**src/rtl/mem_dp_rd_streamer_pkg.sv**
```systemverilog
// Shared constants and FSM encoding for the dual-port RAM read streamer.
package mem_dp_rd_streamer_pkg;

  localparam int unsigned MEM_ADR_W  = 9;
  localparam int unsigned MEM_DATA_W = 32;
  localparam int unsigned MEM_WEN_W  = 4;
  localparam int unsigned MEM_DEPTH  = 512;

  typedef enum logic [1:0] {
    ST_IDLE,
    ST_RUN,
    ST_DRAIN,
    ST_DONE
  } state_e;

endpackage

```
**src/rtl/mem_dp_rd_streamer_rd_fifo2.sv**
```systemverilog
// Two-entry FIFO holding {last, data} words captured from the RAM read port.
module mem_dp_rd_streamer_rd_fifo2 #(
  parameter int unsigned DATA_W = 32
) (
  input  logic              clk,
  input  logic              rst,
  input  logic              push,
  input  logic [DATA_W-1:0] push_data,
  input  logic              push_last,
  input  logic              pop,
  output logic [DATA_W-1:0] head_data,
  output logic              head_last,
  output logic [1:0]        occ
);

  logic [DATA_W:0] mem_q [2];
  logic            rd_ptr_q;
  logic            wr_ptr_q;
  logic [1:0]      occ_q;

  always_ff @(posedge clk) begin
    if (rst) begin
      mem_q[0] <= '0;
      mem_q[1] <= '0;
      rd_ptr_q <= 1'b0;
      wr_ptr_q <= 1'b0;
      occ_q    <= 2'd0;
    end else begin
      if (push) begin
        mem_q[wr_ptr_q] <= {push_last, push_data};
        wr_ptr_q        <= ~wr_ptr_q;
      end
      if (pop) begin
        rd_ptr_q <= ~rd_ptr_q;
      end
      if (push && !pop) begin
        occ_q <= occ_q + 2'd1;
      end else if (!push && pop) begin
        occ_q <= occ_q - 2'd1;
      end
    end
  end

  assign {head_last, head_data} = mem_q[rd_ptr_q];
  assign occ = occ_q;

endmodule

```
**src/rtl/mem_dp_rd_streamer.sv**
```systemverilog
// Streams a (start address, length) range out of one dual-port RAM port with
// valid/ready flow control, using credit-based issue into a 2-entry buffer.
module mem_dp_rd_streamer
  import mem_dp_rd_streamer_pkg::*;
#(
  parameter int unsigned ADR_W  = MEM_ADR_W,
  parameter int unsigned DATA_W = MEM_DATA_W,
  parameter int unsigned LEN_W  = 10
) (
  input  logic                 clk,
  input  logic                 rst,
  input  logic                 i_cmd_valid,
  output logic                 o_cmd_ready,
  input  logic [ADR_W-1:0]     i_cmd_adr,
  input  logic [LEN_W-1:0]     i_cmd_len,
  output logic                 o_mem_en,
  output logic [MEM_WEN_W-1:0] o_mem_wen,
  output logic [ADR_W-1:0]     o_mem_adr,
  input  logic [DATA_W-1:0]    i_mem_rdata,
  output logic                 o_data_valid,
  input  logic                 i_data_ready,
  output logic [DATA_W-1:0]    o_data,
  output logic                 o_data_last,
  output logic                 o_done
);

  state_e           state_q;
  logic [ADR_W-1:0] adr_q;
  logic [LEN_W-1:0] remaining_q;
  logic [LEN_W-1:0] words_out_q;
  logic             inflight_q;
  logic             last_inflight_q;
  logic             cmd_ready_q;
  logic             done_q;

  logic [1:0]       occ;
  logic             pop;
  logic             issue;
  logic [2:0]       credit_used;
  logic [LEN_W-1:0] len_sat;

  assign pop = o_data_valid & i_data_ready;

  // Slots committed after this cycle: buffered plus in flight, minus the word leaving now.
  assign credit_used = {1'b0, occ} + {2'b00, inflight_q} - {2'b00, pop};
  assign issue = (state_q == ST_RUN) && (remaining_q != '0) && (credit_used < 3'd2);

  assign len_sat = (i_cmd_len > LEN_W'(MEM_DEPTH)) ? LEN_W'(MEM_DEPTH) : i_cmd_len;

  assign o_mem_en    = issue;
  assign o_mem_adr   = adr_q;
  assign o_mem_wen   = '0;
  assign o_cmd_ready = cmd_ready_q;
  assign o_done      = done_q;

  always_ff @(posedge clk) begin
    if (rst) begin
      state_q         <= ST_IDLE;
      adr_q           <= '0;
      remaining_q     <= '0;
      words_out_q     <= '0;
      inflight_q      <= 1'b0;
      last_inflight_q <= 1'b0;
      cmd_ready_q     <= 1'b1;
      done_q          <= 1'b0;
    end else begin
      inflight_q      <= issue;
      last_inflight_q <= issue && (remaining_q == LEN_W'(1));
      done_q          <= 1'b0;
      if (issue) begin
        adr_q       <= adr_q + ADR_W'(1);
        remaining_q <= remaining_q - LEN_W'(1);
      end
      if (pop) begin
        words_out_q <= words_out_q - LEN_W'(1);
      end
      unique case (state_q)
        ST_IDLE: begin
          if (i_cmd_valid) begin
            adr_q       <= i_cmd_adr;
            remaining_q <= len_sat;
            words_out_q <= len_sat;
            cmd_ready_q <= 1'b0;
            if (len_sat == '0) begin
              state_q <= ST_DONE;
              done_q  <= 1'b1;
            end else begin
              state_q <= ST_RUN;
            end
          end
        end
        ST_RUN: begin
          if (issue && (remaining_q == LEN_W'(1))) begin
            state_q <= ST_DRAIN;
          end
        end
        ST_DRAIN: begin
          // Every word handed out implies the buffer is empty and nothing is in flight.
          if (words_out_q == LEN_W'(pop)) begin
            state_q <= ST_DONE;
            done_q  <= 1'b1;
          end
        end
        ST_DONE: begin
          state_q     <= ST_IDLE;
          cmd_ready_q <= 1'b1;
        end
        default: state_q <= ST_IDLE;
      endcase
    end
  end

  mem_dp_rd_streamer_rd_fifo2 #(
    .DATA_W(DATA_W)
  ) u_rd_fifo2 (
    .clk      (clk),
    .rst      (rst),
    .push     (inflight_q),
    .push_data(i_mem_rdata),
    .push_last(last_inflight_q),
    .pop      (pop),
    .head_data(o_data),
    .head_last(o_data_last),
    .occ      (occ)
  );

  assign o_data_valid = (occ != 2'd0);

endmodule
```
**config.mk**
```make
export PLATFORM = sky130hd
export DESIGN_NAME = mem_dp_rd_streamer
export DESIGN_NICKNAME = d
export VERILOG_FILES = /design/src/rtl/mem_dp_rd_streamer_pkg.sv /design/src/rtl/mem_dp_rd_streamer_rd_fifo2.sv /design/src/rtl/mem_dp_rd_streamer.sv
export SDC_FILE = /design/constraint.sdc
export NUM_CORES = 1
export LEC_CHECK = 0
export ABC_AREA = 1
export ABC_CLOCK_PERIOD_IN_PS = 3400
export BUFFER_PORTS_ARGS = -buffer_cell sky130_fd_sc_hd__buf_2
export CAP_MARGIN = 40
export CORE_ASPECT_RATIO = 0.75
export CORE_MARGIN = 10
export CORE_UTILIZATION = 30
export CTS_CLUSTER_DIAMETER = 40
export CTS_CLUSTER_SIZE = 16
export DETAILED_ROUTE_END_ITERATION = 10
export RECOVER_POWER = 50
export SYNTH_ARGS = -nofsm -noshare
export SYNTH_HDL_FRONTEND = slang
export SYNTH_SLANG_ARGS = --single-unit
```
**constraint.sdc**
```tcl
create_clock -name clk -period 3.4 [get_ports clk]
set_input_delay 0.34 -clock clk [delete_from_list [all_inputs] [get_ports clk]]
set_output_delay 0.34 -clock clk [all_outputs]
set_load 0.02 [all_outputs]
```
==> After elaboration in Yosys (flattened, before gate mapping) <==
Memory sizes are Yosys's and may differ from the RTL's. A register that Yosys moved wholly into a read port is not among the register bits.
Cells that the tools add are included.
{ "op_classes": {"mux": 33, "eq_ne": 8, "n_addsub": 7, "bitwise": 3, "n_reduce_logical": 16, "order_cmp": 2} }
{ "op_table": {"columns": ["cell", "n"], "rows": [
  ["$mux 10", 7],
  ["$mux 33", 1],
  ["$reduce_or 33->1", 1],
  ["$mux 9", 3],
  ["$sub 10x1->10 const B", 2],
  ["$mux 1", 13],
  ["$mux 2", 6],
  ["$eq 10x1->1", 1],
  ["$eq 10x1->1 const B", 1],
  ["$gt 10x10->1 const B", 1],
  ["$logic_not 10->1", 1],
  ["$reduce_bool 10->1", 1],
  ["$add 9x1->9 const B", 1],
  ["$pmux 2 s4", 1],
  ["$reduce_bool 2->1", 3],
  ["$logic_and 1x1->1", 5],
  ["$eq 2x2->1 const B", 2],
  ["$ne 2x2->1 const B", 2],
  ["$pmux 1 s2", 2],
  ["$add 2x1->3", 1],
  ["$lt 3x2->1 const B", 1],
  ["$reduce_and 3->1", 1],
  ["$sub 3x1->3", 1],
  ["$add 2x1->2 const B", 1],
  ["other kinds (8)", 10]
]} }
{ "totals": {"n_memories": 1, "output_inout_bits": 50, "regBits": 39, "mem_bits_rw": 66} }
{ "memory_table": {"columns": ["name", "depth", "word_bits", "read_ports", "rd_clocked_by_memory_dff", "wr", "line_no", "text"], "rows": [
  ["u_rd_fifo2.mem_q", 2, 33, 1, 1, 2, "mem_dp_rd_streamer_rd_fifo2.sv:16", "logic [DATA_W:0] mem_q [2];"]
]} }

==> Longest topological paths before layout <==
Gate-level depths: netlist of run 1.
{ "depth": {"depth_word": 8, "mapped_depth": 20, "ltp_nobuf": 19} }

==> By module <==
From an unflattened synthesis of run 1, not the netlist that was laid out.
{ "hier_totals": {"hier_cells": 595, "area_unflattened_um2": 5547.8} }
{ "modules_own_cells": {"columns": ["mod", "cells_each", "n_inst", "area_per_inst_um2"], "rows": [
  ["mem_dp_rd_streamer_rd_fifo2", 241, 1, 3185.6],
  ["mem_dp_rd_streamer", 354, 1, 2362.3]
]} }

==> Least setup slack after synthesis of run 1 <==
No wires, ideal clock.
{ "synth_path": {"path_type": "register to register", "from": "reg u_rd_fifo2.occ_q[1], in the netlist u_rd_fifo2.occ[1]", "to": "reg remaining_q[4]", "path_buffers": 1, "path_stages_with_launch": 20, "setup_slack_ns": 1.060, "arrival_time_ns": 2.270, "setup_time_ns": 0.070, "cell_sequence": "dfxtp_1 -> inv_1 -> nand2_4 -> nand2_4 -> inv_2 -> nand2_1 -> o21ai_0 -> nand2_1 -> fa_1 -> nand2_1 -> inv_1 -> nand2_1 -> nor2_1 -> o21ai_2 -> buf_6 -> nor2_1 -> nand2_1 -> nor2_1 -> nor2_1 -> a21oi_1"} }
{ "synth_between": {"elab_chain_len": 8} }
{ "synth_rtl": {"columns": ["element", "line_no", "text"], "rows": [
  ["start, declared", "mem_dp_rd_streamer_rd_fifo2.sv:19", "logic [1:0] occ_q;"],
  ["start signal, assigned", "mem_dp_rd_streamer_rd_fifo2.sv:37", "occ_q <= occ_q + 2'd1;"],
  ["start signal, assigned", "mem_dp_rd_streamer_rd_fifo2.sv:39", "occ_q <= occ_q - 2'd1;"],
  ["$reduce_bool 2->1 (*)", "mem_dp_rd_streamer.sv:127", "assign o_data_valid = (occ != 2'd0);"],
  ["net o_data_valid", "mem_dp_rd_streamer.sv:20", "output logic o_data_valid,"],
  ["$and 1x1->1 (*)", "mem_dp_rd_streamer.sv:42", "assign pop = o_data_valid & i_data_ready;"],
  ["$sub 3x1->3 (*)", "mem_dp_rd_streamer.sv:45", "assign credit_used = {1'b0, occ} + {2'b00, inflight_q} - {2'b00, pop};"],
  ["$lt 3x2->1 (*)", "mem_dp_rd_streamer.sv:46", "assign issue = (state_q == ST_RUN) && (remaining_q != '0) && (credit_used < 3'd2);"],
  ["$logic_and 1x1->1 (*)", "mem_dp_rd_streamer.sv:46", null],
  ["$mux 10 (*)", "mem_dp_rd_streamer.sv:70", "if (issue) begin"],
  ["$mux 10", "mem_dp_rd_streamer.sv:79", "if (i_cmd_valid) begin"],
  ["$mux 10 (*)", "mem_dp_rd_streamer.sv:77", "unique case (state_q)"],
  ["end signal, assigned", "mem_dp_rd_streamer.sv:72", "remaining_q <= remaining_q - LEN_W'(1);"],
  ["end signal, assigned", "mem_dp_rd_streamer.sv:81", "remaining_q <= len_sat;"],
  ["end, declared", "mem_dp_rd_streamer.sv:29", "logic [LEN_W-1:0] remaining_q;"]
]} }
The timed path passes the listed nets; every way through them passes the cells marked *.
A chain may end at the register's enable or synchronous reset.

==> Worst setup path after layout of run 1 <==
{ "layout_path": {"from": "reg u_rd_fifo2.occ_q[1], in the netlist u_rd_fifo2.occ[1]", "to": "out o_mem_en"} }
{ "layout_between": {"elab_chain_len": 5} }
{ "layout_rtl": {"columns": ["element", "line_no", "text"], "rows": [
  ["parallel branches: the longest is 2 deep, another holds $add 2x1->3", null, null],
  ["$sub 3x1->3 (*)", "mem_dp_rd_streamer.sv:45", null],
  ["$lt 3x2->1 (*)", "mem_dp_rd_streamer.sv:46", null],
  ["$logic_and 1x1->1 (*)", "mem_dp_rd_streamer.sv:46", null],
  ["end, declared", "mem_dp_rd_streamer.sv:16", "output logic o_mem_en,"]
]} }
Mark *: on every way between the ends.

==> impl_metrics.toml, run 1 <==
[pwr]
p_total_w = 0.00458
vdd_drop_max_mv = 0.304
powerDensity_nw_per_um2 = 731
power_leakage_nw = 2.87

[floorplanning]
initial_core_util_pct = 30.9
chipWidth_um = 173
die_h_um = 135
rows = 41
die-area_um2 = 23300
core_um2 = 17000
pin_count = 105

[min_path]
min_path_cells = 3
hp-class = "in2reg"

[sta]
rsz0062_at_grt = "false"
worst_pin_slew_ps = 1410
post-route-min-period_ps = 3040
relSlewSlack_pct = 5.69
layout_setup_ws_ps = 356
slew_viol_final = 0
setup-tns-final_ps = 0
hold_viol = 0
worst_clock_skew_ps = 7.83
period_share_pct = 89.5
setup-violations-final = 0
fmax_mhz = 328

[clock_tree]
post_cts_resized = 0
cts_hold_buf = 0
post_cts.repair.setup_buffers = 0
root_buffer = "clkbuf_16"
cts_sinks = 106
cts_tree = "done"
cts_buffer_depth = 2
ctsHtreeMaxLevel = 3
clk_pin_slew_ps = 80
numCtsBuffers = 9
clk_latency_ps = 350

[drt]
drc = 0
drt_iter0_drc = 244
vias = 4021
ant_nets = 0
detail_route.wl_per_cell_um = 13.6
via_per_inst = 4.35
wirelength_mm = 12.6
dr.pass1.iters = 4

[placement]
post-place-ws_ps = 699
port_buffers = 100
post-dp-hpwl_mm = 9.16
globalplace.congestion = 0.817
dp_cells = 908

[synthesis]
syn_area_um2 = 5260
synth_top_cell_by_area = "edfxtp_1"
ys_seq_area_share_pct = 52.9
ys_ff_latch = 106
netlist.area_leader.share_pct = 37.7
synthTopCellsByArea = "edfxtp_1, dfxtp_1, nor2_1"
ys_types = 34
synth_cells = 584
avgSynthCellArea_um2 = 9.00
ys_warn_count = 0

[setup_path]
crit_path_end_kind = "output port"
critPathMaxFanout = 15
reg2reg_setup_slack_ps = 600
rr_worst_depth = 18
worstSetupPathType = "reg2out"
cp-start-kind = "flop"
critPathArrivalTime_ps = 2700
required_ps = 3060

[final_layout]
area_growth_pct = 19.2
drive_above_1_share_pct = 22.4
layoutNonFillerInstCount = 924
antenna_cells = 0
utilization_pct = 36.8
fin_nets = 748

[global_route]
grt_pass1_wl_mm = 20.4
gr-total-overflow = 0
grt_max_degree = 35
grt_pass1_vias = 3997
antenna_found_initial = 0
grt.total_usage_pct = 10.8

[status]
outcome = "finished clean"

[job]
drv_cap = 0
[per-layer routing]
layer	up-vias	track usage [%]	share of wire (%)
met5	-	0	0
met4	0	2.87	1.0
met3	11	3.04	5.3
met2	84	16.5	44
met1	1832	14.6	50
li1	2094	-	-
[cell type report]
class / instances / area [um^2]
multi-input combinational: 370 / 2020
timing repair buffer: 109 / 549
clock inverter: 7 / 60.1
sequential: 106 / 2780
tap: 236 / 295
inverter: 87 / 327
clock buffer: 9 / 225
fill: 1796 / 10800
[synthesized netlist by cell type, drive strengths merged]
cell type	instances
nor2	115
nand2	88
inv	86
edfxtp	66
dfxtp	40
mux2	33
nand3	26
a21oi	25
o21ai	24
buf	12
clkbuf	12
xor2	12
nand4	10
ha	9
o211ai	7
nor3	6
a31oi	3
xnor2	3
a221o	1
clkinv	1
conb	1
fa	1
nor4	1
o31ai	1
or2	1
[sequential cells by signal, summed over array words and instances (netlist names), 2 cells and up, named ones only]
register          flops
u_rd_fifo2.mem_q     66
state_q               2
u_rd_fifo2.occ        2
o_mem_adr             9
remaining_q          10
words_out_q          10
[placed cells by master, fill, tap and decap left out, types with 2 or more instances in the layout]
cell type | synthesis | final
clkinvlp_4 | 0 | 2
nand3_1 | 24 | 24
buf_4 | 4 | 3
buf_2 | 6 | 87
a21oi_1 | 24 | 24
inv_1 | 85 | 85
dfxtp_1 | 40 | 39
mux2_2 | 33 | 33
nand4_1 | 10 | 10
nor2_4 | 2 | 2
xnor2_1 | 3 | 3
clkbuf_1 | 12 | 15
inv_8 | 0 | 2
inv_6 | 0 | 2
ha_1 | 9 | 9
clkbuf_16 | 0 | 9
edfxtp_1 | 66 | 66
nand2_1 | 86 | 87
nor3_1 | 6 | 6
a31oi_1 | 3 | 3
clkbuf_2 | 0 | 3
o21ai_0 | 23 | 23
xor2_1 | 12 | 12
o211ai_1 | 7 | 7
nor2_1 | 112 | 112
conb_1 | 1 | 4
nand3_2 | 2 | 2
[power by group]
group | total, W | internal, W | leakage, nW | switching [W]
clock network | 0.00101 | 0.000511 | 0.132 | 0.000502
registers | 0.00177 | 0.00159 | 1.01 | 0.000177
logic | 0.00179 | 0.000646 | 1.72 | 0.00115
[final timing paths]
kind                       start              to
min reg2reg  u_rd_fifo2.rd_ptr_q            flop
min                 i_cmd_adr[4]    o_mem_adr[4]
max reg2reg    u_rd_fifo2.occ[1]  remaining_q[4]
max            u_rd_fifo2.occ[1]        o_mem_en
[cell families after synthesis]
| kind of cell | count (synthesis) | synth area share, % |
|---|---|---|
| simple gates | 247 | 19.8 |
| compound gates | 61 | 6.50 |
| fa+ha+maj | 10 | 2.52 |
| mux | 33 | 7.07 |
| flops | 106 | 52.9 |
| other cells | 1 | 0.0713 |
| xor+xnor | 15 | 2.50 |
| buf+inv | 111 | 8.64 |
[critical path, stage by stage, from the launching register on]
cell,delay (ps)
dfxtp_1,370
inv_1,100
nand2_1,160
nand2_4,80
inv_2,130
nand2_1,90
o21ai_0,90
nand2_1,90
fa_1,500
nand2_1,50
inv_1,60
nand3_1,100
nor2_2,110
buf_4,220
buf_2,210
[stage by stage]
stage,area [um^2],hold slack (ps)
after floorplan,5270,426
after global placement,5990,448
after detailed placement,6030,434
after CTS,6320,207
after global routing,6260,208
final,6260,221
No activity file was read; power rests on OpenSTA's default activity.
==> run 2: changes to the inputs <==
ABC_AREA = 0   (was 1)
==> run 2 against run 1 <==
Final area shrank 2.9%. Worst hold slack gained 56 ps. The run now ends with capacitance limit, slew limit left. Largest cell class unchanged. Die area is 3.1% lower.
==> impl_metrics.toml, run 2 <==
[status]
outcome = "complete, but fails checks"
violations = "capacitance limit, slew limit"

[sta]
setup-violations-final = 0
relSlewSlack_pct = -0.221
slew_viol_final = 34
worst_pin_slew_ps = 1500
worst_clock_skew_ps = 6.72
hold_viol = 0
period_share_pct = 87.5
post-route-min-period_ps = 2980
whs_ps = 277
rsz0062_at_grt = "false"
setup-tns-final_ps = 0
fmax_mhz = 336

[synthesis]
synth_cells = 435
syn_area_um2 = 5070
ys_warn_count = 0
synth_top_cell_by_area = "edfxtp_1"
synth_edf_count = 66
ys_ff_latch = 106
synth_most_common_cell = "and2_1"
ys_seq_area_share_pct = 54.9
ys_types = 58
synthTopCellsByArea = "edfxtp_1, dfxtp_1, and2_1"
netlist.area_leader.share_pct = 39.1
avgSynthCellArea_um2 = 11.6
synthArstFlopShare_pct = 0
ys.flop_type = "edfxtp_1"
yosys-top-cells-count = "and2_1, edfxtp_1, dfxtp_1, mux2_2, nor2_1"

[drt]
ant_nets = 0
via_per_inst = 4.67
vias = 3515
wirelength_mm = 12.0
detail_route.wl_per_cell_um = 15.9
drc = 0
drt_iter0_drc = 184
dr.pass1.iters = 4

[pwr]
netSwitchingFraction_pct = 36.5
netSwitchingPower_w = 0.00165
p_int_w = 0.00287
pwr-share-seq_pct = 39.8
comb_power_share_pct = 37.8
p_clk_share_pct = 22.5
power_leakage_nw = 2.39
vdd_drop_max_mv = 0.253
powerDensity_nw_per_um2 = 744

[final_layout]
final.fill_count = 1641
mostFrequentLayoutCells = "buf_2, edfxtp_1, dfxtp_1, and2_0, mux2_2"
drive_above_1_share_pct = 29.0
antenna_cells = 0
largest_reg_flops = 66
reg_top3 = "u_rd_fifo2.mem_q (66), remaining_q (10), words_out_q (10)"
fin_nets = 598
layout_commonest_cell = "buf_2"
area_growth_pct = 20.0
regMostFlops = "u_rd_fifo2.mem_q"

[clock_tree]
cts_sinks = 106
root_buffer = "clkbuf_16"
ctsHtreeMaxLevel = 3
numCtsBuffers = 9
clk_pin_slew_ps = 70
post_cts.repair.setup_buffers = 0
clk_latency_ps = 350
post_cts_resized = 0
cts_buffer_depth = 2
cts_tree = "done"
cts_hold_buf = 0

[setup_path]
r2r_start = "u_rd_fifo2.occ[1]"
rr_worst_depth = 8
slowest_stage = "fa_1"
cpMostUsedCell = "nand2_1"
worst_r2r_endpoint = "o_mem_adr[3]"
worstSetupPathType = "reg2out"
cp_cell_sequence = "and3b_1 -> o21ai_0 -> fa_1 -> nand2_1 -> nor2_2 -> nand2_1 -> inv_2 -> buf_2"
crit_path_end_kind = "output port"
required_ps = 3060
cpPeakStageDelay_ps = 500
cp-start-kind = "flop"
critPathMaxFanout = 7
critPathArrivalTime_ps = 2640
reg2reg_setup_slack_ps = 660

[global_route]
grt_pass1_wl_mm = 19.3
antenna_found_initial = 0
grt_max_degree = 35
grt.total_usage_pct = 10.7
gr-total-overflow = 0
grt_pass1_vias = 3823

[placement]
globalplace.congestion = 0.819
port_buffers = 100
post-dp-hpwl_mm = 8.78

[min_path]
min_path_cells = 2
hold_path_startpoint = "i_mem_rdata[26]"
hp-class = "in2reg"
min_to = "u_rd_fifo2.mem_q[0][26]"

[floorplanning]
initial_core_util_pct = 30.4
rows = 41
die-area_um2 = 22500
pin_count = 105
chipWidth_um = 170
core_um2 = 16700
die_h_um = 133

[job]
drv_cap = 1
==> run 2: routing by layer <==
layer	vias to the layer above	GRT usage [%]	routed length, um
li1	1729	-	-
met1	1700	12.6	5400
met2	76	17.9	5840
met3	10	3.39	588
met4	0	3.45	160
met5	-	0	0
==> run 2: logic make-up after synthesis <==
kind of cell               after synthesis  synth area share (%)
and+or+nand+nor                        166                  19.8
DFF                                    106                  54.9
AOI/OAI and AO/OA                       56                  7.56
buffers and inverters                   35                  2.89
muxes                                   34                  7.53
xor gates and xnor gates                27                  4.67
adders and majority gates               10                  2.62
other                                    1                0.0740
==> run 2: final cells by class <==
| class | instances | area (um^2) | share of cell area (%) |
|---|---|---|---|
| well taps | 215 | 269 | 4.42 |
| multi-input cells | 297 | 2150 | 35.3 |
| repair buffers | 108 | 556 | 9.13 |
| flip-flops and latches | 106 | 2780 | 45.8 |
| inverters | 11 | 41.3 | 0.679 |
| clock buffers | 11 | 233 | 3.83 |
| clock inverters | 5 | 55.1 | 0.905 |
==> run 2: worst max-delay path: cells and delay by family (launching register included) <==
family | cells | cell delay, ps
AND/OR/NAND/NOR | 4 | 860
adder cells (fa/ha/maj) | 1 | 500
flip-flops | 1 | 450
buffers and inverters | 2 | 360
AO/OA/AOI/OAI | 1 | 120
==> run 2: how the worst max path moves through the flow <==
stage,from,to,slack (ps),depth (start not counted)
finish,u_rd_fifo2.occ[1],o_mem_en,420,8
global placement,u_rd_fifo2.occ[1],o_mem_adr[3],790,8
floorplan,u_rd_fifo2.occ[1],o_mem_adr[3],960,8
CTS,u_rd_fifo2.occ[1],o_mem_en,360,8
global route,u_rd_fifo2.occ[1],o_mem_en,240,8
detailed placement,u_rd_fifo2.occ[1],o_mem_adr[3],650,8
==> run 2: power by group through the flow <==
stage          logic, W  clock network [W]  registers [W]
2_1_floorplan   0.00122                  0        0.00182
3_3_place_gp    0.00162                  0        0.00187
3_5_place_dp    0.00174                  0        0.00182
4_1_cts         0.00175            0.00106        0.00180
5_1_grt         0.00188            0.00110        0.00183
6_report        0.00171            0.00102        0.00180
==> run 2: per-stage QoR <==
step	setup WS [ps]	power [W]	area (um^2)	cells	utilization [%]
after global routing	237	0.00481	6080	753	36.5
final	425	0.00452	6080	753	36.5
after global placement	789	0.00348	5800	735	34.8
after detailed placement	651	0.00357	5830	737	35.0
after CTS	363	0.00461	6120	753	36.7
after floorplan	962	0.00304	5080	438	-
==> run 3: changes to the inputs <==
BUFFER_PORTS_ARGS = -buffer_cell sky130_fd_sc_hd__buf_4   (was -buffer_cell sky130_fd_sc_hd__buf_2)
CORE_ASPECT_RATIO = 0.8   (was 0.75)
TNS_END_PERCENT = 50   (was not set)
==> run 3 against run 2 <==
The flow now finishes without violations. Register-to-register slack better by 20 ps. Global-route usage grew 0.14 points. Non-clock buffer count up 1. Final area up 4.3%. Critical path depth is the same. Worst setup slack better by 12 ps. Cell count rose by 0.66%. Largest cell class unchanged. Critical path type unchanged. Utilization increased by 1.8 points.
==> impl_metrics.toml, run 3 (same netlist as run 2, synthesis figures left out) <==
[status]
outcome = "finished clean"

[floorplanning]
chipWidth_um = 165
initial_core_util_pct = 30.6
pin_count = 105
die-area_um2 = 22500
core_um2 = 16600
rows = 42
die_h_um = 136

[placement]
dp_cells = 743
post-place-ws_ps = 673
post-dp-hpwl_mm = 8.77
port_buffers = 100
globalplace.congestion = 0.812

[final_layout]
layout_commonest_cell = "buf_4"
fin_nets = 599
final.fill_count = 1645
largest_reg_flops = 66
reg_top3 = "u_rd_fifo2.mem_q (66), remaining_q (10), words_out_q (10)"
layoutNonFillerInstCount = 758
antenna_cells = 0
regMostFlops = "u_rd_fifo2.mem_q"
area_growth_pct = 25.2
drive_above_1_share_pct = 28.8
mostFrequentLayoutCells = "buf_4, edfxtp_1, dfxtp_1, and2_0, mux2_2"

[drt]
ant_nets = 0
drc = 0
detail_route.wl_per_cell_um = 15.8
vias = 3576
via_per_inst = 4.72
drt_iter0_drc = 196
wirelength_mm = 12.0
dr.pass1.iters = 4

[clock_tree]
ctsHtreeMaxLevel = 3
clk_pin_slew_ps = 70
root_buffer = "clkbuf_16"
cts_hold_buf = 0
cts_sinks = 106
clk_latency_ps = 340
post_cts_resized = 0
cts_buffer_depth = 2
cts_tree = "done"
numCtsBuffers = 9
post_cts.repair.setup_buffers = 0

[pwr]
powerDensity_nw_per_um2 = 742
vdd_drop_max_mv = 0.303
p_total_w = 0.00471
power_leakage_nw = 2.47

[sta]
slew_viol_final = 0
relSlewSlack_pct = 6.58
worst_clock_skew_ps = 11.0
setup-violations-final = 0
layout_setup_ws_ps = 437
setup-tns-final_ps = 0
period_share_pct = 87.2
post-route-min-period_ps = 2960
worst_pin_slew_ps = 1400
fmax_mhz = 337
hold_viol = 0
rsz0062_at_grt = "false"

[min_path]
hold_path_startpoint = "i_cmd_adr[3]"
hp-class = "in2reg"
min_to = "o_mem_adr[3]"
min_path_cells = 3

[global_route]
gr-total-overflow = 0
grt_max_degree = 35
antenna_found_initial = 0
grt.total_usage_pct = 10.8
grt_pass1_wl_mm = 19.4
grt_pass1_vias = 3800

[setup_path]
critPathMaxFanout = 7
crit_path_end_kind = "output port"
cp-start-kind = "flop"
worst_r2r_endpoint = "o_mem_adr[3]"
r2r_start = "u_rd_fifo2.occ[1]"
critPathArrivalTime_ps = 2620
required_ps = 3060
worstSetupPathType = "reg2out"
rr_worst_depth = 8
reg2reg_setup_slack_ps = 680

[job]
drv_cap = 0
==> run 3: metal layers <==
metal,track usage (%),vias up,share of wire (%)
met1,13.5,1741,44
li1,-,1726,-
met5,0,-,0
met3,3.63,15,6.9
met4,3.75,0,1.6
met2,17.1,94,47
==> run 3: stage by stage <==
stage | hold WS, ps | utilization (%) | cell area (um^2)
floorplan | 472 | - | 5080
global placement | 489 | 36.5 | 6050
detailed placement | 501 | 37.0 | 6130
CTS | 253 | 38.9 | 6440
global route | 272 | 38.3 | 6340
finish | 277 | 38.3 | 6340
==> run 3: worst max-delay path, stage by stage (launching register included) <==
cell and delay [ps]:
dfxtp_1 450, and3b_1 240, o21ai_0 120, fa_1 500, nand2_1 130, nor2_2 300, nand2_1 210, inv_2 160
buf_4 160
==> run 3: worst max path at each step <==
stage / depth (start not counted) / startpoint / slack, ps / to
final: 8 / u_rd_fifo2.occ[1] / 440 / o_mem_en
after global routing: 8 / u_rd_fifo2.occ[1] / 200 / o_mem_en
after CTS: 8 / u_rd_fifo2.occ[1] / 380 / o_mem_en
after detailed placement: 8 / u_rd_fifo2.occ[1] / 670 / o_mem_adr[3]
after global placement: 8 / u_rd_fifo2.occ[1] / 800 / o_mem_adr[3]
after floorplan: 8 / u_rd_fifo2.occ[1] / 960 / o_mem_adr[3]
==> run 3: power breakdown <==
| part | switching [W] | internal [W] |
|---|---|---|
| sequential | 0.000180 | 0.00162 |
| combinational | 0.00104 | 0.000786 |
| clock | 0.000446 | 0.000641 |
| total | 0.00166 | 0.00304 |
==> run 3: layout make-up <==
class,instances,area (um^2),share of cell area (%)
Sequential cell,106,2780,43.9
Multi-Input combinational cell,297,2150,33.8
Timing Repair Buffer,109,791,12.5
Tap cell,220,275,4.34
Clock buffer,10,229,3.61
Clock inverter,5,77.6,1.22
Inverter,11,41.3,0.651
